==> config.mk <==
export PLATFORM = sky130hd
export DESIGN_NAME = hub75_bcm_scan_flat
export DESIGN_NICKNAME = d
export VERILOG_FILES = /design/src/rtl/hub75_bcm_scan_if.sv /design/src/rtl/hub75_bcm_scan.sv /design/src/flat_wrapper.sv
export SDC_FILE = /design/constraint.sdc
export NUM_CORES = 1
export LEC_CHECK = 0
export CELL_PAD_IN_SITES_DETAIL_PLACEMENT = 1
export CELL_PAD_IN_SITES_GLOBAL_PLACEMENT = 1
export CORE_ASPECT_RATIO = 1.4
export CORE_MARGIN = 3
export CORE_UTILIZATION = 38
export DETAILED_ROUTE_END_ITERATION = 8
export GPL_ROUTABILITY_DRIVEN = 0
export PLACE_DENSITY_LB_ADDON = 0.15
export SLEW_MARGIN = 20
export SYNTH_ARGS = -nofsm -noshare
export SYNTH_HDL_FRONTEND = slang
export SYNTH_SLANG_ARGS = --single-unit
==> constraint.sdc <==
create_clock -name clk -period 3.54 [get_ports clk]
set_clock_uncertainty 0.1 [all_clocks]
set_input_delay 1.062 -clock clk [delete_from_list [all_inputs] [get_ports clk]]
set_output_delay 1.062 -clock clk [all_outputs]
set_load 0.05 [all_outputs]
==> src/rtl/hub75_bcm_scan_if.sv <==
// Pixel-RAM read port and HUB75 panel pins of the BCM scan controller.
// master = scan controller; slave = RAM and panel side.
interface hub75_bcm_scan_if #(
  parameter int COL_BITS = 6,
  parameter int ROW_BITS = 5,
  parameter int BPC      = 5
);
  logic [ROW_BITS+COL_BITS-1:0] ram_addr;
  logic                         ram_rd;
  logic [6*BPC-1:0]             ram_rdata;
  logic                         hub_r1;
  logic                         hub_g1;
  logic                         hub_b1;
  logic                         hub_r2;
  logic                         hub_g2;
  logic                         hub_b2;
  logic                         hub_ck;
  logic                         hub_st;
  logic                         hub_oe;
  logic [ROW_BITS-1:0]          lines;
  logic                         frame_start;

  modport master (
    output ram_addr, ram_rd,
    input  ram_rdata,
    output hub_r1, hub_g1, hub_b1, hub_r2, hub_g2, hub_b2,
    output hub_ck, hub_st, hub_oe, lines, frame_start
  );

  modport slave (
    input  ram_addr, ram_rd,
    output ram_rdata,
    input  hub_r1, hub_g1, hub_b1, hub_r2, hub_g2, hub_b2,
    input  hub_ck, hub_st, hub_oe, lines, frame_start
  );
endinterface

==> src/rtl/hub75_bcm_scan.sv <==
// HUB75 scan controller with binary-coded modulation; the next bitplane is
// shifted out while the previously latched one is on display.
module hub75_bcm_scan #(
  parameter int COL_BITS = 6,
  parameter int ROW_BITS = 5,
  parameter int BPC      = 5,
  parameter int BASE_OE  = 8,
  parameter int DEAD     = 2
) (
  input  logic             clk,
  input  logic             reset,
  input  logic             enable,
  hub75_bcm_scan_if.master bus
);
  localparam int PW = (BPC > 1) ? $clog2(BPC) : 1;
  localparam int TW = $clog2((BASE_OE << (BPC - 1)) + 1);
  localparam int SW = (DEAD > 2) ? $clog2(DEAD) : 1;
  localparam logic [COL_BITS-1:0] COL_LAST   = '1;
  localparam logic [PW-1:0]       PLANE_LAST = PW'(BPC - 1);
  localparam logic [SW-1:0]       DEAD_LAST  = SW'(DEAD - 1);

  // S_IDLE only exists for the single cycle following reset.
  typedef enum logic [2:0] {
    S_IDLE, S_PREFETCH, S_SHIFT, S_WAIT, S_BLANK, S_LATCH
  } state_t;

  state_t                       state_reg, state_next;
  logic [SW-1:0]                sub_reg, sub_next;
  logic [COL_BITS-1:0]          col_reg, col_next, col_inc;
  logic [ROW_BITS-1:0]          row_reg, row_next;
  logic [PW-1:0]                plane_reg, plane_next;
  logic [TW-1:0]                timer_reg, timer_next;
  logic                         oe_on_reg, oe_on_next;
  logic                         ck_reg, ck_next;
  logic                         st_reg, st_next;
  logic                         fs_reg, fs_next;
  logic                         rd_reg, rd_next;
  logic [ROW_BITS+COL_BITS-1:0] addr_reg, addr_next;
  logic [ROW_BITS-1:0]          lines_reg, lines_next;
  logic [5:0]                   rgb_reg, rgb_next;
  logic [5:0]                   plane_bits;

  // Channel gi of the RAM word: 0=B1 1=G1 2=R1 3=B2 4=G2 5=R2.
  generate
    for (genvar gi = 0; gi < 6; gi++) begin : g_chan
      logic [BPC-1:0] chan;
      assign chan           = bus.ram_rdata[gi*BPC +: BPC];
      assign plane_bits[gi] = chan[plane_reg];
    end
  endgenerate

  always_comb begin
    state_next = state_reg;
    sub_next   = sub_reg;
    col_next   = col_reg;
    row_next   = row_reg;
    plane_next = plane_reg;
    timer_next = (timer_reg != '0) ? timer_reg - 1'b1 : timer_reg;
    case (state_reg)
      S_IDLE: begin
        state_next = S_PREFETCH;
        sub_next   = '0;
      end
      S_PREFETCH: begin
        if (sub_reg == '0) begin
          sub_next = SW'(1);
        end else begin
          state_next = S_SHIFT;
          sub_next   = '0;
          col_next   = '0;
        end
      end
      S_SHIFT: begin
        if (sub_reg == '0) begin
          sub_next = SW'(1);
        end else begin
          sub_next = '0;
          if (col_reg == COL_LAST)
            state_next = (timer_next != '0) ? S_WAIT : S_BLANK;
          else
            col_next = col_reg + 1'b1;
        end
      end
      S_WAIT: begin
        if (timer_next == '0)
          state_next = S_BLANK;
      end
      S_BLANK: begin
        if (sub_reg == DEAD_LAST) begin
          state_next = S_LATCH;
          sub_next   = '0;
        end else begin
          sub_next = sub_reg + 1'b1;
        end
      end
      S_LATCH: begin
        state_next = S_PREFETCH;
        sub_next   = '0;
        timer_next = TW'(BASE_OE << plane_reg);
        if (plane_reg == PLANE_LAST) begin
          plane_next = '0;
          row_next   = row_reg + 1'b1;
        end else begin
          plane_next = plane_reg + 1'b1;
        end
      end
      default: state_next = S_IDLE;
    endcase

    // Output registers are loaded with the values belonging to the next cycle.
    col_inc    = col_next + 1'b1;
    oe_on_next = (timer_next != '0);
    ck_next    = 1'b0;
    st_next    = 1'b0;
    fs_next    = 1'b0;
    rd_next    = 1'b0;
    addr_next  = addr_reg;
    lines_next = lines_reg;
    rgb_next   = rgb_reg;
    case (state_next)
      S_PREFETCH: begin
        if (sub_next == '0) begin
          rd_next   = 1'b1;
          addr_next = {row_next, {COL_BITS{1'b0}}};
        end
      end
      S_SHIFT: begin
        if (sub_next == '0) begin
          rgb_next = plane_bits;
          if (col_next != COL_LAST) begin
            rd_next   = 1'b1;
            addr_next = {row_reg, col_inc};
          end
        end else begin
          ck_next = 1'b1;
        end
      end
      S_BLANK: begin
        if (state_reg != S_BLANK)
          lines_next = row_reg;
      end
      S_LATCH: begin
        st_next = 1'b1;
        fs_next = (row_reg == '0) && (plane_reg == '0);
      end
      default: ;
    endcase
  end

  always_ff @(posedge clk) begin
    if (reset) begin
      state_reg <= S_IDLE;
      sub_reg   <= '0;
      col_reg   <= '0;
      row_reg   <= '0;
      plane_reg <= '0;
      timer_reg <= '0;
      oe_on_reg <= 1'b0;
      ck_reg    <= 1'b0;
      st_reg    <= 1'b0;
      fs_reg    <= 1'b0;
      rd_reg    <= 1'b0;
      addr_reg  <= '0;
      lines_reg <= '0;
      rgb_reg   <= '0;
    end else begin
      state_reg <= state_next;
      sub_reg   <= sub_next;
      col_reg   <= col_next;
      row_reg   <= row_next;
      plane_reg <= plane_next;
      timer_reg <= timer_next;
      oe_on_reg <= oe_on_next;
      ck_reg    <= ck_next;
      st_reg    <= st_next;
      fs_reg    <= fs_next;
      rd_reg    <= rd_next;
      addr_reg  <= addr_next;
      lines_reg <= lines_next;
      rgb_reg   <= rgb_next;
    end
  end

  // Enable gates OE combinationally so dropping it blanks without delay.
  assign bus.hub_oe      = ~(enable & oe_on_reg);
  assign bus.hub_ck      = ck_reg;
  assign bus.hub_st      = st_reg;
  assign bus.frame_start = fs_reg;
  assign bus.ram_rd      = rd_reg;
  assign bus.ram_addr    = addr_reg;
  assign bus.lines       = lines_reg;
  assign bus.hub_b1      = rgb_reg[0];
  assign bus.hub_g1      = rgb_reg[1];
  assign bus.hub_r1      = rgb_reg[2];
  assign bus.hub_b2      = rgb_reg[3];
  assign bus.hub_g2      = rgb_reg[4];
  assign bus.hub_r2      = rgb_reg[5];
endmodule

==> src/flat_wrapper.sv <==
// flat-port wrapper written by rule: the top's interface ports become plain ports
module hub75_bcm_scan_flat 
#(
  parameter int COL_BITS = 6,
  parameter int ROW_BITS = 5,
  parameter int BPC      = 5,
  parameter int BASE_OE  = 8,
  parameter int DEAD     = 2
)
  (clk, reset, enable, bus_ram_addr, bus_ram_rd, bus_ram_rdata, bus_hub_r1, bus_hub_g1, bus_hub_b1, bus_hub_r2, bus_hub_g2, bus_hub_b2, bus_hub_ck, bus_hub_st, bus_hub_oe, bus_lines, bus_frame_start);
  hub75_bcm_scan_if #(.COL_BITS(COL_BITS), .ROW_BITS(ROW_BITS), .BPC(BPC)) bus_i ();
  input  logic clk;
  input  logic reset;
  input  logic enable;
  output wire logic [$bits(bus_i.ram_addr)-1:0] bus_ram_addr;
  output wire logic [$bits(bus_i.ram_rd)-1:0] bus_ram_rd;
  input wire logic [$bits(bus_i.ram_rdata)-1:0] bus_ram_rdata;
  output wire logic [$bits(bus_i.hub_r1)-1:0] bus_hub_r1;
  output wire logic [$bits(bus_i.hub_g1)-1:0] bus_hub_g1;
  output wire logic [$bits(bus_i.hub_b1)-1:0] bus_hub_b1;
  output wire logic [$bits(bus_i.hub_r2)-1:0] bus_hub_r2;
  output wire logic [$bits(bus_i.hub_g2)-1:0] bus_hub_g2;
  output wire logic [$bits(bus_i.hub_b2)-1:0] bus_hub_b2;
  output wire logic [$bits(bus_i.hub_ck)-1:0] bus_hub_ck;
  output wire logic [$bits(bus_i.hub_st)-1:0] bus_hub_st;
  output wire logic [$bits(bus_i.hub_oe)-1:0] bus_hub_oe;
  output wire logic [$bits(bus_i.lines)-1:0] bus_lines;
  output wire logic [$bits(bus_i.frame_start)-1:0] bus_frame_start;
  assign bus_ram_addr = bus_i.ram_addr;
  assign bus_ram_rd = bus_i.ram_rd;
  assign bus_i.ram_rdata = bus_ram_rdata;
  assign bus_hub_r1 = bus_i.hub_r1;
  assign bus_hub_g1 = bus_i.hub_g1;
  assign bus_hub_b1 = bus_i.hub_b1;
  assign bus_hub_r2 = bus_i.hub_r2;
  assign bus_hub_g2 = bus_i.hub_g2;
  assign bus_hub_b2 = bus_i.hub_b2;
  assign bus_hub_ck = bus_i.hub_ck;
  assign bus_hub_st = bus_i.hub_st;
  assign bus_hub_oe = bus_i.hub_oe;
  assign bus_lines = bus_i.lines;
  assign bus_frame_start = bus_i.frame_start;
  hub75_bcm_scan #(.COL_BITS(COL_BITS), .ROW_BITS(ROW_BITS), .BPC(BPC), .BASE_OE(BASE_OE), .DEAD(DEAD)) u_core (.clk(clk), .reset(reset), .enable(enable), .bus(bus_i));
endmodule
==> out/qor.csv, run 1 <==
metric,value,unit
run status,"complete, no violations",
"Cell Area, Placed",3590,um2
Unique masters post-synth,57,
Mapped Area,2930,um2
max_cap viols,0,
Avg WL per Cell,15.7,um
IO Port Bufs,59,
RSZ-0062 raised after global routing,false,
GRT Util Overall,0.183,
Initial DRT Pass Iterations,4,
Synth warnings,0,
PD cells,492,nW/um2
CP required,3700,ps
M1 GR Usage,0.185,
Hold Path Class,register to register,
TNS Setup,0,ps
core area,7410,um2
die area,8810,um2
vias in the first global route,2778,
Hold Fails Final Rpt,0,
storage element area,1060,um2
TritonCTS clock tree,yes,
Clock Pin Slew Worst Setup and Hold Paths,110,ps
clk root buf,clkbuf_8,
met2 global-route usage,0.351,
GR Overflow Total,0,
"Net Count, Synth",383,
crit-path max cell delay,550,ps
crit-path cells,"or3b_1, a211oi_2, nand2_1, o21ai_1, ha_1, inv_1, or3_1, o22ai_4, buf_4, mux2_2, nor2_1",
ANT cells,0,
Crit path max-delay family,simple AND/OR/NAND/NOR gates,
hpwl dp,5.97,mm
post-synthesis sequential area ratio,0.363,
CTS Sinks,53,
antenna violations before repair,0,
1st-iter DRT viols,111,
Max-slew headroom,0.511,
share of cells above drive strength 1,0.0944,
synthesized instance count,340,
Die X,80.2,um
Chip Height,110,um
WP buf/inv,2,
Area Overhead vs Synth,26.8,%
first-pass GRT wire length,12.8,mm
Final Setup Violations,0,
Num CTS Buffers,5,
fin crit period,3240,ps
via count,2674,
max reg flops,11,
clk_lat worst skew,320,ps
GR Util met3,0.0352,
post-route cell area,3710,um2
"EDFF count, synth",0,
actual slew at the worst max-slew pin,733,ps
Nets,434,
#FFs+latches synth,53,
setup ws final,302,ps
"Async S/R FF share, synth",0,
CP max stage cell,dfxtp_1,
CP startpoint kind,register,
setup slack at placement,234,ps
# DRC,0,
leakage power,1.37,nW
top_reg_cell synth,dfxtp_1,
drt total wl,7.65,mm
Starting Density,0.395,
global routing's busiest layer,met2,
ANT nets after route,0,
Syn Area/Cell,8.61,um2
Via density,5.47,
hold_buf cts,0,
# fillers,891,
Max Buffers Root-to-Sink,2,
Worst EP arrival,3400,ps
f_max,309,MHz
critical path class,register to register,
htree depth,2,
Setup crit end kind,register,
largest net degree at the start of global routing,39,
peak fanout along the critical path,12,
Resize count post-CTS,0,
crit share post-route,0.915,
# IOs,60,
Final Max Slew Viols,0,
row count,37,
Post-CTS Setup Bufs,0,
area of the multi-input gates,1690,um2
peak supply drop,0.217,mV
## synth_stat cells, types with 2 or more instances
cell type	number	area (um2)
clkbuf_1	15	56.3
buf_4	2	15.0
nor2b_1	7	43.8
ha_1	10	125
or3_1	6	37.5
buf_6	2	22.5
o31ai_1	2	15.0
nand4_1	2	12.5
a311oi_1	6	52.6
inv_1	18	67.6
and4_1	2	17.5
nand2b_1	2	12.5
a21oi_1	20	100
nor2_1	44	165
xor2_1	5	43.8
and2_1	2	12.5
o221ai_1	2	17.5
nor3_1	8	40.0
dfxtp_1	53	1060
a2111oi_0	2	17.5
xnor2_1	7	61.3
and4b_1	2	20.0
a31oi_1	6	37.5
mux2_2	2	22.5
o22ai_2	2	25.0
nand3b_1	2	15.0
nand2_1	29	109
buf_2	4	20.0
mux4_2	6	135
and3_1	6	37.5
a21o_1	5	37.5
a211oi_1	3	22.5
o21ai_0	10	50.1
mux2i_1	13	130
nand3_1	11	55.1
## through the flow
| stage | power [mW] | instances | utilization | hold WS, ps |
|---|---|---|---|---|
| global placement | 1.40 | 481 | 0.485 | 342 |
| global route | 1.95 | 489 | 0.501 | 402 |
| detailed placement | 1.41 | 481 | 0.485 | 351 |
| floorplan | 1.24 | 340 | - | 408 |
| finish | 1.83 | 489 | 0.501 | 358 |
| CTS | 1.84 | 489 | 0.500 | 367 |
## logic make-up (layout without fill, tap and decap cells)
family	Yosys count	after routing	synth area share
compound gates	71	71	0.168
fa+ha+maj	10	10	0.0428
buf+inv	41	93	0.0620
mux	21	21	0.0983
simple gates	132	132	0.230
xor+xnor	12	12	0.0359
flops	53	53	0.363
## layout make-up
class | instances | share of cell area
timing repair buffer | 67 | 0.177
clock buffer | 5 | 0.0185
clock inverter | 3 | 0.0118
tap | 97 | 0.0327
multi-input combinational | 246 | 0.456
sequential | 53 | 0.286
inverter | 18 | 0.0182
## cells in the final DEF, fill, tap and decap left out, drive strengths merged, types with 4 or more instances in the layout
cell type and instances:
xnor2 7, ha 10, nor2b 7, nand3 11, xor2 5, a211oi 4
a21oi 20, o21ai 11, clkdlybuf4s50 57, a311oi 6, buf 10, mux2i 13
dfxtp 53, inv 19, and3 6, nor3 8, nor2 44, clkbuf 5
mux4 6, or3 6, a31oi 6, a21o 5, nand2 29
## worst paths after layout
kind                     startpoint                      to  slack (ps)  cells after the start
max             u_core.state_reg[1]  u_core.bus.ram_addr[6]         300                     11
min reg2reg  u_core.bus.ram_addr[4]  u_core.bus.ram_addr[4]         360                      2
max reg2reg     u_core.state_reg[1]  u_core.bus.ram_addr[6]         300                     11
min          u_core.bus.ram_addr[4]  u_core.bus.ram_addr[4]         360                      2
## layer usage
layer | up-vias | part of all wire | routed length, um
met2 | 62 | 0.54 | 4120
li1 | 1304 | - | -
met3 | 17 | 0.041 | 312
met4 | 0 | 0.034 | 262
met1 | 1291 | 0.39 | 2960
met5 | - | 0 | 0
## worst min-delay path, delay by kind of cell (launching register included)
family | cells | cell delay (ps)
AOI/OAI and AO/OA | 1 | 50
and+or+nand+nor | 1 | 50
DFF | 1 | 320
## power breakdown
part / total, mW / switching [mW] / internal, mW
sequential: 0.722 / 0.0679 / 0.654
combinational: 0.678 / 0.365 / 0.313
clock: 0.427 / 0.214 / 0.212
Note: power is estimated with default switching activity, not from simulation.
==> inputs of run 2 (changes only) <==
Settings changed: CTS_CLUSTER_DIAMETER from default to 150, SLEW_MARGIN 20 to default.
==> results of run 2 <==
The final DEF is identical to that of run 1; final timing and power are the same.
